[src/rtl/fp16_div_seq.sv]
// Iterative binary16 divider: radix-2 restoring division, one quotient bit per clock.
// Subnormal operands and results are flushed to signed zero.
//
//   state | meaning
//   IDLE  | waiting for operands, in_ready high
//   DIV   | one quotient bit per clock, 13 iterations
//   ROUND | normalise, round, classify overflow/underflow
//   DONE  | result held until out_ready
module fp16_div_seq #(
  parameter int          QBITS     = 13,
  parameter logic [15:0] NAN_CANON = 16'h7E00
) (
  input  logic        clk,
  input  logic        reset,
  input  logic        in_valid,
  output logic        in_ready,
  input  logic [15:0] x,
  input  logic [15:0] y,
  input  logic [1:0]  roundmode,
  output logic        out_valid,
  input  logic        out_ready,
  output logic [15:0] result,
  output logic [4:0]  flags
);

  typedef enum logic [1:0] {IDLE, DIV, ROUND, DONE} state_t;

  localparam logic [3:0] CNT_INIT = 4'(QBITS - 1);

  state_t             state, state_nxt;
  logic [11:0]        rem;
  logic [10:0]        den;
  logic [QBITS-1:0]   quo;
  logic [3:0]         cnt;
  logic               sign;
  logic [1:0]         rmode;
  logic signed [6:0]  exp_q;

  // operand classification at accept
  logic [4:0]         x_exp, y_exp;
  logic               x_zero, y_zero, x_inf, y_inf, x_nan, y_nan;
  logic               special, in_sign;
  logic [15:0]        spec_res;
  logic [4:0]         spec_flags;
  logic signed [6:0]  exp_acc;

  always_comb begin
    x_exp      = x[14:10];
    y_exp      = y[14:10];
    x_zero     = (x_exp == 5'd0);
    y_zero     = (y_exp == 5'd0);
    x_inf      = (x_exp == 5'h1F) && (x[9:0] == 10'd0);
    y_inf      = (y_exp == 5'h1F) && (y[9:0] == 10'd0);
    x_nan      = (x_exp == 5'h1F) && (x[9:0] != 10'd0);
    y_nan      = (y_exp == 5'h1F) && (y[9:0] != 10'd0);
    special    = x_zero || y_zero || (x_exp == 5'h1F) || (y_exp == 5'h1F);
    in_sign    = x[15] ^ y[15];
    exp_acc    = $signed({2'b00, x_exp}) - $signed({2'b00, y_exp}) + 7'sd14;
    spec_res   = {in_sign, 15'h0000};
    spec_flags = 5'b00000;
    if (x_nan || y_nan) begin
      spec_res   = NAN_CANON;
      spec_flags = {(x_nan && !x[9]) || (y_nan && !y[9]), 4'b0000};
    end else if ((x_zero && y_zero) || (x_inf && y_inf)) begin
      spec_res   = NAN_CANON;
      spec_flags = 5'b10000;
    end else if (x_inf) begin
      spec_res   = {in_sign, 15'h7C00};
    end else if (y_zero) begin
      spec_res   = {in_sign, 15'h7C00};
      spec_flags = 5'b01000;
    end
  end

  // one restoring step
  logic        ge;
  logic [11:0] rem_sub, rem_nxt;

  always_comb begin
    ge      = (rem >= {1'b0, den});
    rem_sub = ge ? (rem - {1'b0, den}) : rem;
    rem_nxt = rem_sub << 1;
  end

  // normalise and round
  logic              norm, g, st, lsb, inc, carry, ovf_inf;
  logic [9:0]        frac_src;
  logic [10:0]       frac_sum;
  logic signed [6:0] e_pre, e_fin;
  logic [15:0]       rnd_res;
  logic [4:0]        rnd_flags;

  always_comb begin
    norm     = quo[QBITS-1];
    frac_src = norm ? quo[QBITS-2 -: 10] : quo[QBITS-3 -: 10];
    g        = norm ? quo[QBITS-12] : quo[QBITS-13];
    st       = norm ? (quo[0] || (rem != 12'd0)) : (rem != 12'd0);
    lsb      = frac_src[0];
    e_pre    = exp_q + (norm ? 7'sd1 : 7'sd0);
    case (rmode)
      2'b01:   inc = g && (st || lsb);
      2'b10:   inc = !sign && (g || st);
      2'b11:   inc = sign && (g || st);
      default: inc = 1'b0;
    endcase
    frac_sum = {1'b0, frac_src} + {10'd0, inc};
    carry    = frac_sum[10];
    e_fin    = e_pre + (carry ? 7'sd1 : 7'sd0);
    ovf_inf  = (rmode == 2'b01) || ((rmode == 2'b10) && !sign) || ((rmode == 2'b11) && sign);
    if (e_fin >= 7'sd31) begin
      rnd_res   = ovf_inf ? {sign, 15'h7C00} : {sign, 15'h7BFF};
      rnd_flags = 5'b00101;
    end else if (e_fin <= 7'sd0) begin
      rnd_res   = {sign, 15'h0000};
      rnd_flags = 5'b00011;
    end else begin
      rnd_res   = {sign, e_fin[4:0], frac_sum[9:0]};
      rnd_flags = {4'b0000, g || st};
    end
  end

  always_ff @(posedge clk) begin
    if (reset) state <= IDLE;
    else       state <= state_nxt;
  end

  always_comb begin
    state_nxt = state;
    case (state)
      IDLE:    if (in_valid) state_nxt = special ? DONE : DIV;
      DIV:     if (cnt == 4'd0) state_nxt = ROUND;
      ROUND:   state_nxt = DONE;
      DONE:    if (out_ready) state_nxt = IDLE;
      default: state_nxt = IDLE;
    endcase
  end

  always_comb begin
    in_ready  = (state == IDLE);
    out_valid = (state == DONE);
  end

  always_ff @(posedge clk) begin
    if (reset) begin
      result <= 16'h0000;
      flags  <= 5'b00000;
      rem    <= 12'd0;
      den    <= 11'd0;
      quo    <= '0;
      cnt    <= 4'd0;
      sign   <= 1'b0;
      rmode  <= 2'b00;
      exp_q  <= 7'sd0;
    end else begin
      case (state)
        IDLE: if (in_valid) begin
          sign  <= in_sign;
          rmode <= roundmode;
          flags <= 5'b00000;
          if (special) begin
            result <= spec_res;
            flags  <= spec_flags;
          end else begin
            rem   <= {2'b01, x[9:0]};
            den   <= {1'b1, y[9:0]};
            quo   <= '0;
            cnt   <= CNT_INIT;
            exp_q <= exp_acc;
          end
        end
        DIV: begin
          quo <= {quo[QBITS-2:0], ge};
          rem <= rem_nxt;
          cnt <= cnt - 4'd1;
        end
        ROUND: begin
          result <= rnd_res;
          flags  <= rnd_flags;
        end
        default: ;
      endcase
    end
  end

endmodule

[config.mk]
export PLATFORM = sky130hd
export DESIGN_NAME = fp16_div_seq
export DESIGN_NICKNAME = d
export VERILOG_FILES = /design/src/rtl/fp16_div_seq.sv
export SDC_FILE = /design/constraint.sdc
export NUM_CORES = 1
export LEC_CHECK = 0
export CAP_MARGIN = 20
export CORE_ASPECT_RATIO = 2
export CORE_MARGIN = 5
export CORE_UTILIZATION = 40
export DETAILED_ROUTE_END_ITERATION = 8
export DONT_BUFFER_PORTS = 1
export PLACE_DENSITY = 0.52
export SLEW_MARGIN = 20
export SYNTH_ARGS = -nofsm -noshare
export SYNTH_HDL_FRONTEND = slang
export SYNTH_SLANG_ARGS = --single-unit
[constraint.sdc]
create_clock -name clk -period 7 [get_ports clk]
set_input_delay 1.05 -clock clk [delete_from_list [all_inputs] [get_ports clk]]
set_output_delay 1.05 -clock clk [all_outputs]
set_load 0.1 [all_outputs]
### Word-level counts from Yosys, hierarchy flattened

Index checks and enable logic that the tools add are counted.

* bits in registers: 73
* bits of input ports: 38
* output and inout port bits: 23

* add/subtract/negate cells: 7
* order comparisons: 3
* eq/ne operators: 13
* muxes and demuxes: 40
* bitwise logic cells: 2
* reductions and logical operators: 44

Operator list (count)
* 2-to-1 mux 16 bit: 4
* 2-to-1 mux 15 bit: 4
* case mux 16 bit (2 select lines): 1
* 2-to-1 mux 13 bit: 2
* case mux 13 bit (2 select lines): 1
* 2-to-1 mux 12 bit: 2
* case mux 12 bit (2 select lines): 1
* 2-to-1 mux 11 bit: 2
* zero test 10 bit: 2
* 2-to-1 mux 5 bit: 4
* nonzero test 10 bit: 2
* 2-to-1 mux 4 bit: 4
* adder 7 x 2 -> 7 bit: 2
* logical AND 1 bit: 13
* greater-or-equal comparator 12 x 11 -> 1 bit: 1
* AND reduction 3 bit: 4
* nonzero test 12 bit: 1
* adder 10 x 1 -> 11 bit: 1
* logical OR 1 bit: 11
* subtractor 11 bit: 1
* == test 5 bit, second input constant: 2
* zero test 5 bit: 2
* 2-to-1 mux 10 bit: 1
* 2-to-1 mux 2 bit: 5
* other kinds (22): 36

### Depth between registers and ports, before layout

* word-level depth: 13
* gate-level depth with buffers: 23

### Worst setup path after synthesis

OpenSTA, ideal clock, no wires.

* path kind: reg2reg
* from: register quo[12]
* to: register flags[2]
* setup time: 0.128 ns
* arrival time: 4.178 ns
* path slack: 2.694 ns
* cell stages (with the launch flop): 22
* path buffers: 4
* period minus slack after synthesis: 4.306 ns
* cells stage by stage: dfxtp_1 > buf_2 > buf_4 > clkbuf_1 > mux2_2 > nor2_1 > o21ai_0 > ha_1 > ha_1 > nand3_1 > a2111oi_2 > nand2_1 > fa_1 > inv_1 > ha_1 > xor2_1 > and4b_1 > a211oi_2 > nor2b_1 > buf_2 > a32oi_1 > nor2_1

* cells in the longest elaborated chain, start to end: 10
* elaborated cells on any way between the ends: 17
* classes of those cells: 3 x add/sub; 1 x order compare; 8 x mux; 5 x reduce/logical

Ends and longest elaborated chain
* start: declaration: line 33 `logic [QBITS-1:0] quo;`
* start signal: assignment: line 172 `quo <= {quo[QBITS-2:0], ge};`
* 2-to-1 mux 1 bit, or another cell as far along: line 96 `g = norm ? quo[QBITS-12] : quo[QBITS-13];`
* logical OR 1 bit, on equally long branches: line 102, 103, 101
* logical AND 1 bit, on equally long branches: line 103, 101, 102
* case mux 1 bit (3 select lines): line 100 `case (rmode)`
* adder 10 x 1 -> 11 bit: line 106 `frac_sum = {1'b0, frac_src} + {10'd0, inc};`
* 2-to-1 mux 1 bit: line 108 `e_fin = e_pre + (carry ? 7'sd1 : 7'sd0);`
* adder 7 x 2 -> 7 bit (*): line 108
* greater-or-equal comparator 7 x 6 -> 1 bit (*): line 110 `if (e_fin >= 7'sd31) begin`
* 2-to-1 mux 3 bit (*): line 110
* case mux 5 bit (2 select lines) (*): line 155 `case (state)`
* end signal: assignment: line 162 `flags <= spec_flags;`
* end signal: assignment: line 178 `flags <= rnd_flags;`
* end: declaration: line 23 `output logic [4:0] flags`

Every way passes the cells marked *; elsewhere a longest branch is shown, timed or not.
A chain may end at the register's enable or synchronous reset.

### Worst setup path in the final report

* from: register quo[12]
* to: register result[14]

* cells in the longest elaborated chain, start to end: 11
* elaborated cells on any way between the ends: 19
* classes of those cells: 3 x add/sub; 2 x order compare; 9 x mux; 5 x reduce/logical

Ends and longest elaborated chain
* 2-to-1 mux 1 bit, or another cell as far along: line 96
* logical OR 1 bit, on equally long branches: line 102, 103, 101
* logical AND 1 bit, on equally long branches: line 103, 101, 102
* case mux 1 bit (3 select lines): line 100
* adder 10 x 1 -> 11 bit: line 106
* 2-to-1 mux 1 bit: line 108
* adder 7 x 2 -> 7 bit (*): line 108
* less-or-equal comparator 7 x 1 -> 1 bit: line 113 `end else if (e_fin <= 7'sd0) begin`
* 2-to-1 mux 15 bit: line 113
* 2-to-1 mux 15 bit (*): line 110
* case mux 16 bit (2 select lines) (*): line 155
* end signal: assignment: line 161 `result <= spec_res;`
* end signal: assignment: line 177 `result <= rnd_res;`
* end: declaration: line 22 `output logic [15:0] result,`

Marked as above.

==> key figures <==
STA
  • Worst-margin pin slew: 1020 ps
  • Fin crit period: 5220 ps
  • Setup TNS: 0 ps
  • Fin Clk Skew: 6.89 ps
  • Fin. Hold Viols: 0
  • Fin crit share: between 70% and 80%
  • Final setup fails: 0
  • F_max: 191 MHz
  • Final Max Slew Viols: 0
  • Worst slew margin: 32.2%
  • RSZ-0062 raised after global routing: no

Clock network
  • Skew-Pair Late Insertion Delay: 340 ps
  • Post-cts resize count: 0
  • Clock Path Buffers: 2
  • Clk sinks: 73
  • CTS Buf Count: 9
  • CTS tree: done
  • Clk pin slew, worst setup/hold paths: 60 ps
  • CTS root buf: clkbuf_16
  • CTS Hold Bufs: 0
  • Htree depth: 3
  • Post-CTS setup buffers: 0

Power
  • Pint: 1210 uW
  • Pwr Density: between 400 and 500 nW/um2
  • Power share of the combinational group: 50.2%
  • VDD IR max: 0.000242 V
  • Clock Power Share: 21.7%
  • Sequential power share: around 28%
  • Sw Share: 47.8%
  • Switching power: 1100 uW
  • Leak pwr: 0.00192 uW

Layout
  • FILL cells: roughly 1200
  • Area of the multi-input gates: 3160 um2
  • Area grow syn2layout: 8.33%
  • Layout cells sized above 1: approximately 6.6%
  • Post-route insts no fill: approximately 770
  • Diode count: 0
  • Reg area: 1460 um2
  • Layout Nets: 687

Synth
  • Cell Area, Synth: ~4900 um2
  • Syn avg cell area: a little under 8 um2
  • Post-synth EDFFs: 0
  • Synth unique cells: 71
  • Main synth FF type: dfxtp_1
  • Mapped Cells: 637
  • Sequential area share after synthesis: 29.8%
  • Syn nets: about 700
  • Post-synthesis async set-or-reset flop share: 0%
  • #FFs+latches synth: 73
  • Ys Warns: 0

Worst setup path
  • Cell chain of the critical path: nand2_1 -> nand4_1 -> nor2_1 -> nor2_1 -> nand2_1 -> o21ai_0 -> ha_1 -> ha_1 -> nand3_1 -> a2111oi_2 -> nand2_1 -> fa_1 -> inv_1 -> ha_1 -> xor2_1 -> and4b_1 -> a211oi_2 -> nor2b_1 -> o21ai_0 -> a21oi_1
  • Setup Crit Path Kind: reg -> reg
  • Critical Path RT: around 7300 ps
  • Crit. End Element: flop
  • Critical path arrival: about 5500 ps
  • Crit-path leading delay family: simple AND/OR/NAND/NOR gates
  • Critical path peak fanout: 24
  • Critical path buffer and inverter count: 1
  • CP max stage delay: 880 ps
  • Slowest CP cell: dfxtp_1
  • CP startpoint kind: flop

Global route
  • GRT Resource Usage Total: 20.5%
  • Remaining Overflow, GRT: 0
  • Vias in the first global route: 4435
  • First-pass GRT wire length: 23.3 mm
  • Largest net degree at the start of global routing: 59
  • Antenna violations before repair: 0

Floorplanning
  • Top Ports: 61
  • Row count: 57
  • Starting Density: 40.6%
  • Core Area: 12100 um2
  • Die Y: 166 um
  • DIE AREA: 14700 um2
  • Chip width: 88.2 um

Placement
  • Placer congestion estimate: 0.863
  • Dpl hpwl: 11.7 mm
  • Cells after DPL: 756
  • Port buffer count: 0

Detailed routing
  • Post-Route WL: 15.0 mm
  • ANT nets after route: 0
  • Residual DRC: 0
  • Vias: 4570
  • Via density: 5.92
  • TritonRoute pass-1 iters: 4
  • Wire per inst: 19.4 um
  • Initial DRC count: 230

Flow run
  • Max-cap violations: 0

Status
  • Outcome: completed

Hold path
  • Worst Hold Class: reg -> reg
## sequential cells by signal, summed over array words and instances, names as in the netlist
register	flops
result	16
quo	13
rem	12
den	11
exp_q	7
flags	5
cnt	4
rmode	2
state	2
sign	1
## Yosys cell counts, drive strengths merged (2+ instances only)
cell type	count	share of area, %
or3	6	0.77
o21ai	33	3.4
o211ai	10	1.5
and3	9	1.3
nor2	43	3.3
fa	3	1.2
o22ai	3	0.38
or2	2	0.26
a21o	6	0.92
a22oi	4	0.61
o31ai	2	0.31
a21boi	4	0.61
a211o	2	0.36
a211oi	18	2.9
o21a	8	1.2
o221a	2	0.46
xor2	7	1.3
and2	7	0.89
o2111ai	5	1.0
inv	35	2.7
nand4	9	1.3
ha	26	6.6
dfxtp	73	30
a311oi	5	0.89
nor4b	2	0.36
nand2	87	6.7
clkbuf	22	1.7
nor4	7	1.2
o311ai	2	0.36
mux2	4	0.92
nand3b	3	0.46
mux2i	12	2.5
and4	2	0.36
nand2b	7	0.89
buf	12	1.3
a32oi	3	0.54
nor3	9	0.92
nand3	31	3.2
xnor2	8	1.4
a31oi	5	0.64
or4	2	0.38
a21oi	66	6.7
nor2b	13	1.7
## power groups by stage
stage               logic [uW]  clock network [uW]  registers (uW)
floorplan                  894                   0             631
global placement          1150                   0             657
detailed placement        1170                   0             660
CTS                       1170                 514             651
global route              1300                 525             661
finish                    1160                 501             650
## worst register-to-register path, cell delays in order (launching register included)
cell and delay [ps]:
dfxtp_1 880, nand2_1 140, nand4_1 160, nor2_1 90
nor2_1 100, nand2_1 60, o21ai_0 80, ha_1 220
ha_1 240, nand3_1 130, a2111oi_2 600, nand2_1 140
fa_1 420, inv_1 70, ha_1 230, xor2_1 190
and4b_1 230, a211oi_2 100, nor2b_1 700, o21ai_0 210
a21oi_1 170
## through the flow
step	area (um2)	total power (uW)	setup WS (ps)	utilization, %	hold WS, ps
floorplan	4900	1520	2690	-	435
global placement	4980	1810	1900	41.4	440
detailed placement	4980	1820	1730	41.4	442
CTS	5300	2330	1750	44.0	451
global route	5300	2480	1090	44.0	472
finish	5300	2310	1780	44.0	448
## path summary, 6_finish.rpt
| check | to | slack [ps] | start | cells past startpoint |
|---|---|---|---|---|
| max | result[14]$_SDFFE_PP0P_ | 1780 | quo[12]$_SDFFE_PP0P_ | 20 |
| min | den[4]$_SDFFE_PP0P_ | 450 | den[4]$_SDFFE_PP0P_ | 2 |
| max reg2reg | result[14]$_SDFFE_PP0P_ | 1780 | quo[12]$_SDFFE_PP0P_ | 20 |
| min reg2reg | den[4]$_SDFFE_PP0P_ | 450 | den[4]$_SDFFE_PP0P_ | 2 |
## cells in the final DEF (no fill, tap or decap), types with 9 or more instances in the layout
cell	count
dfxtp_1	73
nor3_1	9
o211ai_1	10
a211oi_1	17
a21oi_1	66
clkbuf_16	9
nand3_1	31
nand2_1	87
ha_1	26
o21ai_0	31
inv_1	35
mux2i_1	12
nor2_1	43
nor2b_1	13
## kinds of logic (layout without fill, tap and decap cells)
| logic type | count (synthesis) | count (layout) | share of synthesized area (%) |
|---|---|---|---|
| AND/OR/NAND/NOR | 242 | 242 | 24.4 |
| multiplexers | 16 | 16 | 3.37 |
| XOR/XNOR | 15 | 15 | 2.68 |
| adder cells (fa/ha/maj) | 29 | 29 | 7.87 |
| AO/OA/AOI/OAI | 193 | 193 | 26.2 |
| flip-flops | 73 | 73 | 29.8 |
| buffers and inverters | 69 | 57 | 5.62 |
## final cells by class
| type | instances | area share (%) |
|---|---|---|
| Multi-Input combinational cell | 495 | 59.6 |
| Sequential cell | 73 | 27.6 |
| Clock buffer | 9 | 4.25 |
| Tap cell | 147 | 3.47 |
| Inverter | 35 | 2.48 |
| Clock inverter | 7 | 1.77 |
| Timing Repair Buffer | 6 | 0.849 |
## metal layers
metal	share of wire, %	wire length [um]	track usage [%]	vias to the layer above
met3	4.8	716	3.91	32
met5	0	0	0	-
met2	56	8330	38.9	103
li1	-	-	-	2279
met1	35	5290	20.2	2156
met4	4.2	631	10.1	0
No activity file was read; power rests on OpenSTA's default activity.
